### src/rtl/bldc_pkg.sv
// Shared hall-code definitions for the BLDC hall generator and its helpers.
package bldc_pkg;

  localparam logic FWD = 1'b0;
  localparam logic REV = 1'b1;

  // Forward 120-degree hall sequence, indexed 0..5
  localparam logic [2:0] HALL_IDX0 = 3'b001;
  localparam logic [2:0] HALL_IDX1 = 3'b101;
  localparam logic [2:0] HALL_IDX2 = 3'b100;
  localparam logic [2:0] HALL_IDX3 = 3'b110;
  localparam logic [2:0] HALL_IDX4 = 3'b010;
  localparam logic [2:0] HALL_IDX5 = 3'b011;

  typedef enum logic {ST_IDLE, ST_RUN} gen_state_e;

  typedef struct packed {
    logic       vld;
    logic [2:0] idx;
  } hall_idx_t;

  function automatic logic [2:0] hall_idx2code(input logic [2:0] idx);
    logic [2:0] c;
    case (idx)
      3'd0:    c = HALL_IDX0;
      3'd1:    c = HALL_IDX1;
      3'd2:    c = HALL_IDX2;
      3'd3:    c = HALL_IDX3;
      3'd4:    c = HALL_IDX4;
      3'd5:    c = HALL_IDX5;
      default: c = HALL_IDX0;
    endcase
    return c;
  endfunction

  function automatic hall_idx_t hall_code2idx(input logic [2:0] code);
    hall_idx_t r;
    r.vld = 1'b1;
    case (code)
      HALL_IDX0: r.idx = 3'd0;
      HALL_IDX1: r.idx = 3'd1;
      HALL_IDX2: r.idx = 3'd2;
      HALL_IDX3: r.idx = 3'd3;
      HALL_IDX4: r.idx = 3'd4;
      HALL_IDX5: r.idx = 3'd5;
      default: begin
        r.vld = 1'b0;
        r.idx = 3'd0;
      end
    endcase
    return r;
  endfunction

endpackage

### src/rtl/bldc_step_timer.sv
// Step period counter: counts while running, ticks when the count reaches period-1.
module bldc_step_timer #(
  parameter int CNT_W = 16
) (
  input  logic             clk,
  input  logic             rst_n,
  input  logic             run_i,
  input  logic             clear_i,
  input  logic [CNT_W-1:0] period_i,
  output logic             tick_o
);

  localparam logic [CNT_W-1:0] ONE = CNT_W'(1);

  logic [CNT_W-1:0] cnt_q, cnt_d;

  // >= lets a shrinking period fire at once; count never passes period-1 so no wrap
  assign tick_o = run_i && (cnt_q >= (period_i - ONE));

  always_comb begin
    cnt_d = cnt_q + ONE;
    if (clear_i || !run_i || tick_o) cnt_d = '0;
  end

  always_ff @(posedge clk or negedge rst_n) begin
    if (!rst_n) cnt_q <= '0;
    else        cnt_q <= cnt_d;
  end

endmodule

### src/rtl/bldc_hall_gen.sv
// Hall sensor pattern generator: steps a 6-state hall code at a programmable period.
module bldc_hall_gen
  import bldc_pkg::*;
#(
  parameter int         CNT_W    = 16,
  parameter logic [2:0] RST_CODE = 3'b001
) (
  input  logic             clk,
  input  logic             rst_n,
  input  logic             en_i,
  input  logic             dir_i,
  input  logic [CNT_W-1:0] period_i,
  input  logic             load_i,
  input  logic [2:0]       start_code_i,
  output logic [2:0]       hall_o,
  output logic             step_o,
  output logic             rev_o,
  output logic [2:0]       pos_o,
  output logic             load_err_o
);

  localparam hall_idx_t RST_LU = hall_code2idx(RST_CODE);

  gen_state_e state_q, state_d;
  logic [2:0] pos_q, pos_d, hall_q, nxt_idx;
  logic       step_q, step_d, rev_q, rev_d, lerr_q, lerr_d;
  logic       go, run, tick, adv, load_ok, wrap;
  hall_idx_t  ld;

  assign go  = en_i && (period_i != '0);
  // Drop out of counting the same cycle enable/period go away
  assign run = (state_q == ST_RUN) && go;

  bldc_step_timer #(.CNT_W(CNT_W)) u_timer (
    .clk      (clk),
    .rst_n    (rst_n),
    .run_i    (run),
    .clear_i  (load_ok),
    .period_i (period_i),
    .tick_o   (tick)
  );

  always_comb begin
    state_d = go ? ST_RUN : ST_IDLE;
    ld      = hall_code2idx(start_code_i);
    load_ok = load_i && ld.vld;
    adv     = tick && !load_ok;
    if (dir_i == FWD) begin
      nxt_idx = (pos_q == 3'd5) ? 3'd0 : pos_q + 3'd1;
      wrap    = (pos_q == 3'd5);
    end else begin
      nxt_idx = (pos_q == 3'd0) ? 3'd5 : pos_q - 3'd1;
      wrap    = (pos_q == 3'd0);
    end
    pos_d = pos_q;
    if (load_ok)  pos_d = ld.idx;
    else if (adv) pos_d = nxt_idx;
    step_d = adv;
    rev_d  = adv && wrap;
    lerr_d = load_i && !ld.vld;
  end

  always_ff @(posedge clk or negedge rst_n) begin
    if (!rst_n) begin
      state_q <= ST_IDLE;
      pos_q   <= RST_LU.idx;
      hall_q  <= RST_CODE;
      step_q  <= 1'b0;
      rev_q   <= 1'b0;
      lerr_q  <= 1'b0;
    end else begin
      state_q <= state_d;
      pos_q   <= pos_d;
      hall_q  <= hall_idx2code(pos_d);
      step_q  <= step_d;
      rev_q   <= rev_d;
      lerr_q  <= lerr_d;
    end
  end

  assign hall_o     = hall_q;
  assign pos_o      = pos_q;
  assign step_o     = step_q;
  assign rev_o      = rev_q;
  assign load_err_o = lerr_q;

endmodule

### config.mk
export PLATFORM = sky130hd
export DESIGN_NAME = bldc_hall_gen
export DESIGN_NICKNAME = d
export VERILOG_FILES = /design/src/rtl/bldc_pkg.sv /design/src/rtl/bldc_step_timer.sv /design/src/rtl/bldc_hall_gen.sv
export SDC_FILE = /design/constraint.sdc
export NUM_CORES = 1
export LEC_CHECK = 0
export CAP_MARGIN = 20
export CORE_UTILIZATION = 54
export DETAILED_ROUTE_END_ITERATION = 8
export PLACE_DENSITY = 0.8
export SLEW_MARGIN = 40
export SYNTH_ARGS = -nofsm -noshare
export SYNTH_HDL_FRONTEND = slang
export SYNTH_SLANG_ARGS = --single-unit
### constraint.sdc
create_clock -name clk -period 3.8 [get_ports clk]
set_input_delay 0.76 -clock clk [delete_from_list [all_inputs] [get_ports clk]]
set_output_delay 0.76 -clock clk [all_outputs]
set_load 0.01 [all_outputs]
==> key figures, run 1 <==
Outcome
  • Outcome: complete, but fails checks
  • Failing checks: negative setup slack

Power
  • Leakage power summed over all cells: 1.26 nW
  • Fraction of power consumed by the clock network: 24.0%
  • Power share of the sequential group: 42.7%
  • Combinational group share of total power: 33.3%
  • Reported net switching power: 0.218 mW
  • Pint: 0.512 mW
  • Sw Share: 29.8%
  • Peak VDD IR: 0.229 mV
  • Power density cells: 248 nW/um^2

Place
  • Number of port buffers: 32
  • RePlAce Congestion: 0.832
  • Area after DPL: 2680 um^2
  • Hpwl dp: 3510 um

Clock network
  • Clock tree from TritonCTS: yes
  • Buffers from clock root to sink, at most: 2
  • CTS Root Buffer Type: clkbuf_8
  • Number of sinks on the clock net: 26
  • CTS Buf Count: 3
  • Hold-fix buffers, CTS: 0
  • Clock-pin transition on the worst setup and hold timing paths: 0.09 ns
  • Deepest level of the CTS H-tree: 1
  • Clk_lat worst skew: 0.27 ns

Critical path
  • Depth of the most critical reg-to-reg path: 11
  • Cell with the largest stage delay on the worst path: or4_4
  • Cell seen most often among critical-path stages: or4_4
  • Maximum net fanout on the critical path: 5
  • Capturing element type of the critical path: flip-flop
  • Total buffers and inverters traversed by the critical path: 1
  • Startpoint of the worst-slack reg-to-reg timing path: u_timer.cnt_q[0]
  • CP startpoint kind: input pin
  • Dominant delay contributor by cell family on the critical path: simple AND/OR/NAND/NOR gates
  • Endpoint of the most critical register-to-register path: hall_o[1]
  • Series of cell instances along the critical path: buf_6 -> or4_4 -> nor4_4 -> nand2b_1 -> nor3b_2 -> xnor2_1 -> ha_1 -> and4_4 -> nand2_4 -> a2111oi_4 -> nor4b_4 -> or4_4 -> a41oi_4 -> a211oi_4 -> nand2_1 -> a21bo_1
  • Stages on the worst setup path: 16
  • Worst path max stage delay: 0.55 ns
  • Data required time at the worst endpoint: 3.96 ns
  • FF-to-FF setup slack: 0.73 ns
  • Data arrival time at the worst-slack endpoint: 4.33 ns
  • Worst Path Class, Setup: in -> reg

Global routing
  • GR Util All Layers: 24.1%
  • Via count of the first global-routing pass: 1716
  • Number of antenna violations at the first check in global routing: 0
  • Pin count of the biggest net entering global routing: 27
  • First-pass GRT wire length: 7820 um
  • Remaining Overflow, GRT: 0

Final layout
  • Post-route cell area: 2940 um^2
  • Area growth syn-to-layout: 42.9%
  • Final standard cell utilization of the core: 80.2%
  • Final net count: 337
  • Proportion of layout cells with a drive suffix above 1: 29.7%
  • Antenna fix cells: 0

Floorplanning
  • Num ports: 33
  • Core area: 3660 um^2
  • Die Ht: 63.7 um
  • Standard-cell row count: 22
  • Effective utilization at floorplan: 56.1%
  • Full die area: 4060 um^2
  • Horiz. Die Dim: 63.7 um

Detailed routing
  • Remaining antenna violation count after routing: 0
  • Overall via count from detail_route: 1891
  • Average wire length per cell after detail routing: 14.6 um
  • Detailed Route WL: 4970 um
  • Post-detailed-route DRC marker count: 0
  • Number of detailed-route iterations in the first pass: 4
  • Number of vias per cell after detailed routing: 5.55
  • Starting DRT DRC Count: 126

Timing
  • Layout Skew: 0.00665 ns
  • Final critical-path share of the clock period: 110%
  • Maximum clock frequency: 240 MHz
  • Setup WS post-layout: -0.363 ns
  • Finish-stage setup viols: 6
  • Count of final hold-check violations: 0
  • RSZ-0062 raised after global routing: true
  • Slew @ Worst Pin: 0.588 ns
  • Slew HR: 60.8%
  • Max-slew violation count: 0
  • Post-layout minimum cycle time: 4.16 ns

Logic synthesis
  • Share of synthesized registers carrying an async set or reset: 100%
  • Net count after synthesis: 269
  • Library cells used by synthesis: 49
  • Yosys synthesis warning count: 0
  • Most used flip-flop cell after synthesis: dfrtp_1
  • Cell count after synthesis: 226
  • Count of state elements after synthesis: 26
  • Syn Std Cell Area: 2050 um^2
  • Syn avg cell area: 9.09 um^2
  • Sequential cell area fraction in the yosys report: 31.7%
  • Number of enable-type register cells in the synthesized netlist: 0

Hold path
  • Kind of path behind the tightest hold check: in -> async

Job
  • MaxCap Viol Count: 0
[power by group through the flow]
stage | registers (mW) | clock network (mW) | logic [mW]
5_1_grt | 0.313 | 0.189 | 0.261
3_5_place_dp | 0.314 | 0 | 0.210
4_1_cts | 0.310 | 0.180 | 0.216
6_report | 0.312 | 0.175 | 0.243
2_1_floorplan | 0.318 | 0 | 0.0959
3_3_place_gp | 0.314 | 0 | 0.205
[per-layer routing]
| metal | share of wire, % | global-route usage (%) | vias up |
|---|---|---|---|
| li1 | - | - | 933 |
| met1 | 46 | 33.3 | 898 |
| met2 | 50 | 40.2 | 50 |
| met3 | 3.4 | 3.26 | 10 |
| met4 | 0.87 | 4.26 | 0 |
| met5 | 0 | 0 | - |
[repair_timing]
action	CTS	global route
cloned	1	0
gates resized for setup	29	25
setup endpoints to repair	22	7
buffers inserted	3	4
pin swaps	18	11
[how the worst max path moves through the flow]
stage / slack [ns] / start / endpoint
floorplan: -0.16 / period_i[2] / hall_o[1]
global placement: -0.73 / period_i[2] / hall_o[1]
detailed placement: -0.92 / period_i[2] / hall_o[1]
CTS: -0.37 / period_i[5] / hall_o[1]
global route: -0.50 / period_i[8] / hall_o[1]
finish: -0.36 / period_i[5] / hall_o[1]
[cell usage after synthesis (all sizes together) (3+ instances only)]
| library cell | count | share of area, % |
|---|---|---|
| a21oi | 10 | 2.4 |
| and3 | 3 | 0.91 |
| clkbuf | 3 | 0.55 |
| dfrtp | 25 | 30 |
| ha | 19 | 12 |
| inv | 16 | 2.9 |
| nand2 | 15 | 2.7 |
| nand2b | 4 | 1.6 |
| nand3 | 13 | 4.0 |
| nand4 | 4 | 1.2 |
| nor2 | 35 | 6.9 |
| nor3 | 7 | 2.3 |
| o21ai | 5 | 1.2 |
| or3 | 7 | 2.1 |
| or4 | 4 | 2.0 |
| xnor2 | 19 | 8.1 |
| xor2 | 9 | 3.8 |
[state kept, by name (all words and copies together), names as in the netlist]
name           flops
rev_o              1
step_o             1
load_err_o         1
hall_o             3
state_q            1
pos_o              3
u_timer.cnt_q     16
[per-stage QoR]
| stage | TNS, ns | std cells | hold WS, ns | power [mW] | setup slack, ns |
|---|---|---|---|---|---|
| floorplan | -0.299 | 226 | 0.464 | 0.414 | -0.159 |
| global placement | -6.66 | 329 | 0.552 | 0.520 | -0.727 |
| detailed placement | -9.82 | 329 | 0.557 | 0.524 | -0.918 |
| CTS | -1.77 | 337 | 0.490 | 0.706 | -0.374 |
| global route | -2.32 | 341 | 0.512 | 0.763 | -0.501 |
| finish | -1.51 | 341 | 0.479 | 0.730 | -0.363 |
[kinds of logic after synthesis]
family                   after synthesis  share of synthesized area (%)
AND/OR/NAND/NOR                      103                           28.4
buffers and inverters                 20                           3.71
AO/OA/AOI/OAI                         30                           12.6
adder cells (fa/ha/maj)               19                           11.6
XOR/XNOR                              28                           11.9
flip-flops                            26                           31.7
[layout by cell type (no fill, tap or decap), types with 2 or more instances in the layout]
cell             count
clkdlybuf4s50_1     22
clkbuf_8             4
o21ai_0              2
buf_6                5
and3_1               3
buf_2                2
nand2_1             13
inv_1               13
nand2b_1             3
a21oi_1              8
nor2_4               2
dfrtp_1             25
nor3_1               5
or3_4                3
ha_1                18
nor2_1              32
a2111oi_4            2
nor4b_4              2
and4_4               2
buf_4               30
inv_2                3
nand4_1              4
xor2_1               9
dlygate4sd2_1        4
nand3_1             11
xnor2_1             19
or4_4                3
or3_1                4
o21ai_2              2
[area by class of cell]
type | instances | area, um^2
clock buffers | 4 | 55.1
fillers | 219 | 724
inverters | 16 | 60.1
multi-input cells | 181 | 1530
flip-flops and latches | 26 | 652
well taps | 48 | 60.1
repair buffers | 66 | 584
No activity file was read; power rests on OpenSTA's default activity.
==> run 2, diff against run 1 <==
--- a/config.mk
+++ b/config.mk
@@ -6,9 +6,12 @@
 export NUM_CORES = 1
 export LEC_CHECK = 0
 export CAP_MARGIN = 20
-export CORE_UTILIZATION = 54
+export CELL_PAD_IN_SITES_DETAIL_PLACEMENT = 1
+export CELL_PAD_IN_SITES_GLOBAL_PLACEMENT = 1
+export CORE_UTILIZATION = 41
+export CTS_CLUSTER_DIAMETER = 100
 export DETAILED_ROUTE_END_ITERATION = 8
-export PLACE_DENSITY = 0.8
+export PLACE_DENSITY_LB_ADDON = 0.1
 export SLEW_MARGIN = 40
 export SYNTH_ARGS = -nofsm -noshare
 export SYNTH_HDL_FRONTEND = slang
==> run 2 against run 1 <==
Effect of this change: the run still ends with negative setup slack left; first-iteration DRC count fell by 55%; non-clock buffer count rose by 6; critical path depth rose by 1; via count rose by 1.4%; register-to-register slack got worse by 0.02 ns; sequential cell count did not move; largest cell class unchanged; largest power group unchanged.
==> key figures, run 2 (synthesis gave the netlist of run 1 again) <==
Critical path
  • Worst Path Class, Setup: in -> reg
  • Maximum net fanout on the critical path: 6 (+1)
  • Data arrival time at the worst-slack endpoint: 4.25 ns (-0.08 ns)
  • Data required time at the worst endpoint: 3.96 ns (about the same)
  • CP startpoint kind: input pin
  • Capturing element type of the critical path: flip-flop

Power
  • Power density cells: 248 nW/um^2 (-0.22%)
  • Peak VDD IR: 0.189 mV (-17%)
  • Leakage power summed over all cells: 1.30 nW (+3.0%)

Detailed routing
  • Number of vias per cell after detailed routing: 5.25 (-5.3%)
  • Overall via count from detail_route: 1917 (+1.4%)
  • Post-detailed-route DRC marker count: 0 (unchanged)
  • Detailed Route WL: 5860 um (+18%)
  • Number of detailed-route iterations in the first pass: 4 (unchanged)
  • Remaining antenna violation count after routing: 0 (unchanged)
  • Starting DRT DRC Count: 57 (-55%)
  • Average wire length per cell after detail routing: 16.1 um (+10%)

Final layout
  • Top library cells by usage in the layout, fill and taps aside: buf_4 (34), nor2_1 (31), dfrtp_1 (25), clkdlybuf4s50_1 (22), xnor2_1 (19)
  • Leading cell type in the layout, fill and taps excluded: buf_4
  • Post-route cell area: 2960 um^2 (+0.89%)
  • Max FFs per register: 16 (unchanged)
  • Proportion of layout cells with a drive suffix above 1: 29.2% (-0.50 points)
  • Largest register by flop count: u_timer.cnt_q
  • Layout fillers: 553 (+150%)
  • Antenna fix cells: 0 (unchanged)
  • Final net count: 342 (+1.5%)
  • Area growth syn-to-layout: 44.2%

Floorplanning
  • Die Ht: 72.8 um (+14%)
  • Horiz. Die Dim: 72.8 um (+14%)
  • Standard-cell row count: 25 (+14%)
  • Effective utilization at floorplan: 42.9% (-13 points)
  • Full die area: 5300 um^2 (+31%)
  • Num ports: 33 (unchanged)
  • Core area: 4790 um^2 (+31%)

Job
  • MaxCap Viol Count: 0 (unchanged)

Timing
  • RSZ-0062 raised after global routing: true
  • Maximum clock frequency: 245 MHz (+2.0%)
  • Slew HR: 71.9% (+11 points)
  • Finish-stage setup viols: 6 (unchanged)
  • Max-slew violation count: 0 (unchanged)
  • Count of final hold-check violations: 0 (unchanged)
  • Setup WS post-layout: -0.281 ns (+0.0826 ns)
  • Slew @ Worst Pin: 0.420 ns (-0.168 ns)
  • Final-layout setup total negative slack: -1.15 ns (+0.361 ns)
  • Final critical-path share of the clock period: 107% (-2.2 points)
  • Post-layout minimum cycle time: 4.08 ns (-0.0826 ns)
  • Layout Skew: 0.00922 ns (+0.00257 ns)

Global routing
  • Via count of the first global-routing pass: 2101 (+22%)
  • First-pass GRT wire length: 9780 um (+25%)
  • Remaining Overflow, GRT: 0 (unchanged)
  • Pin count of the biggest net entering global routing: 27 (unchanged)
  • GR Util All Layers: 23.9% (-0.23 points)
  • Number of antenna violations at the first check in global routing: 0 (unchanged)

Clock network
  • Clk_lat worst skew: 0.27 ns (about the same)
  • Clock-pin transition on the worst setup and hold timing paths: 0.10 ns (about the same)
  • CTS Buf Count: 3 (unchanged)
  • Buffers from clock root to sink, at most: 2 (unchanged)
  • CTS Root Buffer Type: clkbuf_8
  • Number of sinks on the clock net: 26 (unchanged)
  • Deepest level of the CTS H-tree: 1 (unchanged)
  • Clock tree from TritonCTS: yes

Place
  • Hpwl dp: 4430 um (+26%)
  • RePlAce Congestion: 0.794 (-4.5%)
  • Area after DPL: 2720 um^2 (+1.4%)
  • Number of port buffers: 32 (unchanged)

Outcome
  • Outcome: complete, but fails checks
  • Failing checks: negative setup slack

Hold path
  • Kind of path behind the tightest hold check: reg -> reg
## run 2: changes by cell type in the layout (fill, tap and decap cells not counted), sizes merged
| cell | before | now |
|---|---|---|
| clkdlybuf4s15 | 0 | 1 |
| dlymetal6s2s | 1 | 4 |
| buf | 38 | 43 |
| nor4b | 2 | 1 |
| dlygate4sd2 | 4 | 2 |
| clkbuf | 5 | 4 |
## run 2: critical path, stage by stage
cell       delay [ns]
buf_6            0.09
or4_4            0.54
nor4_4           0.17
nand2b_1         0.19
buf_4            0.19
nor3_4           0.11
xnor2_1          0.14
ha_1             0.27
and4_4           0.21
nand2_4          0.08
a2111oi_4        0.04
nor4b_4          0.47
or3_4            0.22
nand4_1          0.15
a211oi_4         0.36
nor2_2           0.09
a21bo_1          0.18
## run 2: area by class of cell
class                   count  area (um^2)  share of cell area [%]
multi-input cells         180         1460                    49.4
flip-flops and latches     26          652                    22.0
repair buffers             72          648                    21.9
well taps                  67         83.8                    2.83
inverters                  16         60.1                    2.03
clock buffers               4         55.1                    1.86
## run 2: power by group
group | internal, mW | total [mW] | leakage (nW) | switching (mW)
Clock | 0.0927 | 0.182 | 0.0288 | 0.0895
Sequential | 0.294 | 0.308 | 0.346 | 0.0143
Combinational | 0.126 | 0.244 | 0.921 | 0.118
## run 2: timing repair
action | in CTS | in global routing
hold buffers | 0 | 0
gates resized for setup | 34 | 17
endpoints found under the setup margin | 19 | 23
buffers inserted | 10 | 0
pin swaps | 25 | 22
## run 2: layer usage
layer	up-vias	routed length, um	global-route usage, %
met3	8	179	4.70
li1	939	-	-
met1	948	2510	29.2
met5	-	0	0
met2	22	3130	43.2
met4	0	53	5.01
## run 2: worst paths after layout
| kind | slack, ns | start | to | cells after the start |
|---|---|---|---|---|
| hold / removal | 0.59 | u_timer.cnt_q[0] | u_timer.cnt_q[0] | 1 |
| hold reg to reg | 0.59 | u_timer.cnt_q[0] | u_timer.cnt_q[0] | 1 |
| max in group asynchronous | 2.64 | rst_n | hall_o[0] | 2 |
| setup reg to reg | 0.71 | u_timer.cnt_q[0] | hall_o[1] | 11 |
| setup / recovery | -0.28 | period_i[5] | hall_o[1] | 17 |
| min in group asynchronous | 0.85 | rst_n | rev_o | 2 |
## run 2: metrics by stage
step	hold slack, ns	util, %	power [mW]	std cells	setup WS [ns]
final	0.589	61.9	0.735	365	-0.281
after global routing	0.638	61.9	0.774	365	-0.504
after CTS	0.579	60.5	0.730	365	-0.379
after detailed placement	0.566	56.9	0.530	351	-0.915
after global placement	0.550	56.9	0.522	351	-0.778
after floorplan	0.464	-	0.414	226	-0.159
